===== src/rtl/stony_readout_seq.sv =====
// Stonyman readout sequencer: pulses resp/incp/resv/incv to walk a ROWS x COLS window, one ADC req/ack per pixel (optional STONY_AMP_EN adds an inphi pulse before each settle).
// Latency: SETTLE_CYC clocks after each column pulse's low phase to adc_req; adc_req holds until adc_ack, no timeout; start is ignored while busy.
module stony_readout_seq #(
  parameter int ROWS       = 112,
  parameter int COLS       = 112,
  parameter int PULSE_CYC  = 2,
  parameter int SETTLE_CYC = 8,
  localparam int RW = (ROWS > 1) ? $clog2(ROWS) : 1,
  localparam int CW = (COLS > 1) ? $clog2(COLS) : 1
) (
  input  logic          CLK50,
  input  logic          RESET,
  input  logic          start,
  input  logic          adc_ack,
  output logic          busy,
  output logic          frame_done,
  output logic          adc_req,
  output logic [RW-1:0] row,
  output logic [CW-1:0] col,
  output logic          resp,
  output logic          incp,
  output logic          resv,
  output logic          incv,
  output logic          inphi
);

  localparam int CNT_MAX = (2 * PULSE_CYC > SETTLE_CYC) ? 2 * PULSE_CYC : SETTLE_CYC;
  localparam int TW      = $clog2(CNT_MAX + 1);

  localparam logic [TW-1:0] HI_LEN      = TW'(PULSE_CYC);
  localparam logic [TW-1:0] PULSE_LAST  = TW'(2 * PULSE_CYC - 1);
  localparam logic [TW-1:0] SETTLE_LAST = TW'(SETTLE_CYC - 1);
  localparam logic [RW-1:0] ROW_LAST    = RW'(ROWS - 1);
  localparam logic [CW-1:0] COL_LAST    = CW'(COLS - 1);

  typedef enum logic [3:0] {
    IDLE, F_RESP, F_INCP, F_RESV, C_RESP, C_RESV, SETTLE, REQ,
    C_INCV, R_RESP, R_INCP, R_INCV, DONE
`ifdef STONY_AMP_EN
    , AMP
`endif
  } state_t;

  // Column pulses hand over to the amplifier arm pulse when it is built in.
`ifdef STONY_AMP_EN
  localparam state_t POST_COL = AMP;
  logic amp_pin;
`else
  localparam state_t POST_COL = SETTLE;
`endif

  state_t        state_q, state_d, nxt;
  logic [TW-1:0] cnt_q, cnt_d;
  logic [RW-1:0] row_q, row_d;
  logic [CW-1:0] col_q, col_d;
  logic          timed, adv, pin_hi, pulse_end;

  always_ff @(posedge CLK50) begin
    if (RESET) begin
      state_q <= IDLE;
      cnt_q   <= '0;
      row_q   <= '0;
      col_q   <= '0;
    end else begin
      state_q <= state_d;
      cnt_q   <= cnt_d;
      row_q   <= row_d;
      col_q   <= col_d;
    end
  end

  always_comb begin
    state_d   = state_q;
    cnt_d     = cnt_q;
    row_d     = row_q;
    col_d     = col_q;
    nxt       = state_q;
    timed     = 1'b0;
    adv       = 1'b0;
    resp      = 1'b0;
    incp      = 1'b0;
    resv      = 1'b0;
    incv      = 1'b0;
`ifdef STONY_AMP_EN
    amp_pin   = 1'b0;
`endif
    pin_hi    = (cnt_q < HI_LEN);
    pulse_end = (cnt_q == PULSE_LAST);

    unique case (state_q)
      IDLE: begin
        if (start) begin
          state_d = F_RESP;
          cnt_d   = '0;
          row_d   = '0;
          col_d   = '0;
        end
      end
      F_RESP: begin timed = 1'b1; resp = pin_hi; adv = pulse_end; nxt = F_INCP; end
      F_INCP: begin timed = 1'b1; incp = pin_hi; adv = pulse_end; nxt = F_RESV; end
      F_RESV: begin timed = 1'b1; resv = pin_hi; adv = pulse_end; nxt = C_RESP; end
      C_RESP: begin timed = 1'b1; resp = pin_hi; adv = pulse_end; nxt = C_RESV; end
      C_RESV: begin
        timed = 1'b1; resv = pin_hi; adv = pulse_end; nxt = POST_COL;
        if (pulse_end) col_d = '0;
      end
      C_INCV: begin
        timed = 1'b1; incv = pin_hi; adv = pulse_end; nxt = POST_COL;
        if (pulse_end) col_d = col_q + 1'b1;
      end
`ifdef STONY_AMP_EN
      AMP: begin timed = 1'b1; amp_pin = pin_hi; adv = pulse_end; nxt = SETTLE; end
`endif
      SETTLE: begin timed = 1'b1; adv = (cnt_q == SETTLE_LAST); nxt = REQ; end
      REQ: begin
        // Only an ack sampled while the request is up ends it.
        if (adc_ack) begin
          if (col_q != COL_LAST)      state_d = C_INCV;
          else if (row_q != ROW_LAST) state_d = R_RESP;
          else                        state_d = DONE;
        end
      end
      R_RESP: begin timed = 1'b1; resp = pin_hi; adv = pulse_end; nxt = R_INCP; end
      R_INCP: begin timed = 1'b1; incp = pin_hi; adv = pulse_end; nxt = R_INCV; end
      R_INCV: begin
        timed = 1'b1; incv = pin_hi; adv = pulse_end; nxt = C_RESP;
        if (pulse_end) row_d = row_q + 1'b1;
      end
      DONE:    state_d = IDLE;
      default: state_d = IDLE;
    endcase

    if (timed) begin
      cnt_d = adv ? '0 : cnt_q + 1'b1;
      if (adv) state_d = nxt;
    end
  end

  assign busy       = (state_q != IDLE) && (state_q != DONE);
  assign frame_done = (state_q == DONE);
  assign adc_req    = (state_q == REQ);
  assign row        = row_q;
  assign col        = col_q;
`ifdef STONY_AMP_EN
  assign inphi      = amp_pin;
`else
  assign inphi      = 1'b0;
`endif

endmodule

===== config.mk =====
export PLATFORM = sky130hd
export DESIGN_NAME = stony_readout_seq
export DESIGN_NICKNAME = d
export VERILOG_FILES = /design/src/rtl/stony_readout_seq.sv
export SDC_FILE = /design/constraint.sdc
export NUM_CORES = 1
export LEC_CHECK = 0
export CAP_MARGIN = 20
export CORE_MARGIN = 2
export CORE_UTILIZATION = 57
export CTS_CLUSTER_DIAMETER = 80
export DETAILED_ROUTE_END_ITERATION = 7
export DONT_BUFFER_PORTS = 1
export GPL_TIMING_DRIVEN = 0
export HOLD_SLACK_MARGIN = 0.03
export PLACE_DENSITY_LB_ADDON = 0.1
export SKIP_LAST_GASP = 1
export SYNTH_ARGS = -nofsm -noshare
export SYNTH_HDL_FRONTEND = slang
export SYNTH_SLANG_ARGS = --single-unit

===== constraint.sdc =====
create_clock -name CLK50 -period 1.71 [get_ports CLK50]
set_input_delay 0.2565 -clock CLK50 [delete_from_list [all_inputs] [get_ports CLK50]]
set_output_delay 0.2565 -clock CLK50 [all_outputs]
set_load 0.005 [all_outputs]

==> qor.yml <==
place:
  placed_area_sq_um: 1690
  place_congestion: 0.923
  placedCellCount: 234
  numPortBuffers: 0
  place_hpwl_mm: 2.91
sta:
  final.period_utilization_pct: 103
  finalClockSkew_ns: 0.0104
  hold_viol: 0
  setup_viol: 1
  fin_crit_ns: 1.76
  rsz0062_at_grt: "true"
  fmax_ghz: 0.568
  fin_ws_ns: -0.0521
  finalMaxSlewViolations: 0
  slew-limit-headroom_pct: 58.2
  tightest_slew_ns: 0.627
critical_path:
  critPathLaunchType: "register"
  required_ns: 1.45
  critPathArrivalTime_ns: 1.51
  critPathKind: "reg2out"
  cp-end-kind: "output pin"
  cp_max_fo: 5
global_route:
  grt_pass1_wl_mm: 7.06
  grt-ovfl-total: 0
  antenna_found_initial: 0
  grt_pass1_vias: 1568
  grt_max_degree: 12
  grtUsageTotal_pct: 26.5
die:
  die_h_microns: 57.5
  start_util_pct: 59.7
  boundaryPins: 26
  rows: 19
  core_area_sq_um: 2730
  dieArea_sq_um: 3310
  fp.dieW_microns: 57.5
detailed_routing:
  ant_nets: 0
  remaining_drc_errors: 0
  wl_mm: 4.62
  post_drt_wl_per_cell_microns: 17.9
  drt_iter0_markers: 144
  via_per_inst: 6.63
  firstDrtPassIters: 6
  vias: 1711
yosys:
  synth_edf_count: 0
  synth.distinct_cells: 65
  synth-seq-cells: 22
  seq_area_frac_synth_pct: 27.0
  synth_most_common_cell: "a21oi_1"
  ys.flop_type: "dfxtp_1"
  synth_common_cells: "a21oi_1, dfxtp_1, nor2_1"
  synth.net_count: 210
  synth_area_leader_cell: "dfxtp_1"
  async_flop_share_pct: 0
  synth_area_leaders: "dfxtp_1, a21oi_1, nor2_1, nand3_1, o21ai_0"
  syn-cell-area_sq_um: 1630
  yosys_warnings: 0
  synth_top_cell_area_share_pct: 27.0
  postSynthCellCount: 203
  avgSynthCellArea_sq_um: 8.04
finish:
  final_core_util_pct: 76.6
  syn_to_final_growth_pct: 28.4
  stdcell_area_sq_um: 2090
  antennaDiodeCount: 0
  stdcell_count: 258
  layout.nets: 236
  drive_above_1_share_pct: 40.5
clock_network:
  cts_tree: "done"
  cts_root_buf: "clkbuf_4"
  cts_htree_levels: 1
  clock_path_buffers: 2
  clk_pin_slew_ns: 0.13
  cts_made_buffers: 3
  clock-sinks: 22
  clock_latency_ns: 0.31
power:
  vdd_drop_max_v: 0.000350
  p_leak_nw: 0.702
  p_per_area_nw_per_um2: 444
run:
  maxCapViolCount: 0
run_status:
  outcome: "complete, but fails checks"
  violations: "setup timing"
min_path:
  hp-class: "in2reg"
[report_power, final]
part / total, mW / internal, mW / switching (mW)
Sequential: 0.526 / 0.514 / 0.0121
Combinational: 0.160 / 0.0705 / 0.0891
Clock: 0.244 / 0.0821 / 0.162
[layer usage]
metal | wire length [microns] | global-route usage (%) | vias up
li1 | - | - | 813
met2 | 2220 | 43.0 | 77
met1 | 2000 | 35.7 | 809
met4 | 84 | 8.64 | 0
met3 | 314 | 4.54 | 12
met5 | 0 | 0 | -
[repair_timing]
| action | CTS | global route |
|---|---|---|
| pin swaps | 8 | 10 |
| gates cloned | 1 | 0 |
| resized for setup | 36 | 25 |
| buffers inserted | 12 | 10 |
| endpoints found under the setup margin | 23 | 21 |
| hold buffers | 0 | 0 |
[registers in the layout, indices dropped and copies added (netlist names)]
| signal | count |
|---|---|
| cnt_q | 4 |
| col | 7 |
| row | 7 |
| state_q | 4 |
[path summary, 6_finish.rpt]
| kind | start | to | slack, ns | cells past startpoint |
|---|---|---|---|---|
| hold / removal | adc_ack | state_q[3]$_SDFFE_PP0P_ | 0.26 | 3 |
| hold reg to reg | row[6]$_SDFFE_PP0P_ | row[6]$_SDFFE_PP0P_ | 0.52 | 2 |
| setup / recovery | cnt_q[2]$_SDFFE_PP0P_ | resv | -0.05 | 3 |
| setup reg to reg | cnt_q[1]$_SDFFE_PP0P_ | row[1]$_SDFFE_PP0P_ | 0.01 | 6 |
[stage by stage]
step / setup WS (ns) / power (mW) / hold WS [ns] / setup TNS, ns
6_report: -0.0521 / 0.930 / 0.264 / -0.0521
5_1_grt: -0.0976 / 0.966 / 0.265 / -0.404
3_3_place_gp: -0.294 / 0.653 / 0.494 / -0.890
3_5_place_dp: -0.326 / 0.657 / 0.506 / -1.49
4_1_cts: -0.0351 / 0.910 / 0.252 / -0.117
2_1_floorplan: 0.00493 / 0.632 / 0.473 / 0
[logic make-up (layout without fill, tap and decap cells)]
group / Yosys count / count (layout) / share of synthesized area (%)
xor+xnor: 2 / 2 / 1.07
simple gates: 87 / 87 / 35.0
other cells: 1 / 1 / 0.230
fa+ha+maj: 3 / 3 / 2.30
flops: 22 / 22 / 27.0
buf+inv: 24 / 48 / 7.05
compound gates: 64 / 64 / 27.3
[placed cells by master, fill, tap and decap left out, types with 5 or more instances in the layout]
master and count:
dfxtp_2 8, dfxtp_1 9, dfxtp_4 5, o21ai_0 9, buf_4 29, nor2_1 13, a21oi_1 20, or3_1 5
inv_1 9, nand2_1 9, nand3_1 8
[layout make-up]
type | instances | area, sq um
clock buffer | 3 | 22.5
inverter | 9 | 33.8
multi-input combinational | 157 | 1250
tap | 31 | 38.8
buffer | 13 | 108
sequential | 22 | 469
timing repair buffer | 23 | 176
fill | 199 | 639
[worst max-delay path, cell delays in order, from the launching register on]
cell and delay [ns]:
dfxtp_2 0.35, buf_6 0.13, or3_4 0.42, nor4b_4 0.30
Power figures use the tool's default switching activity.
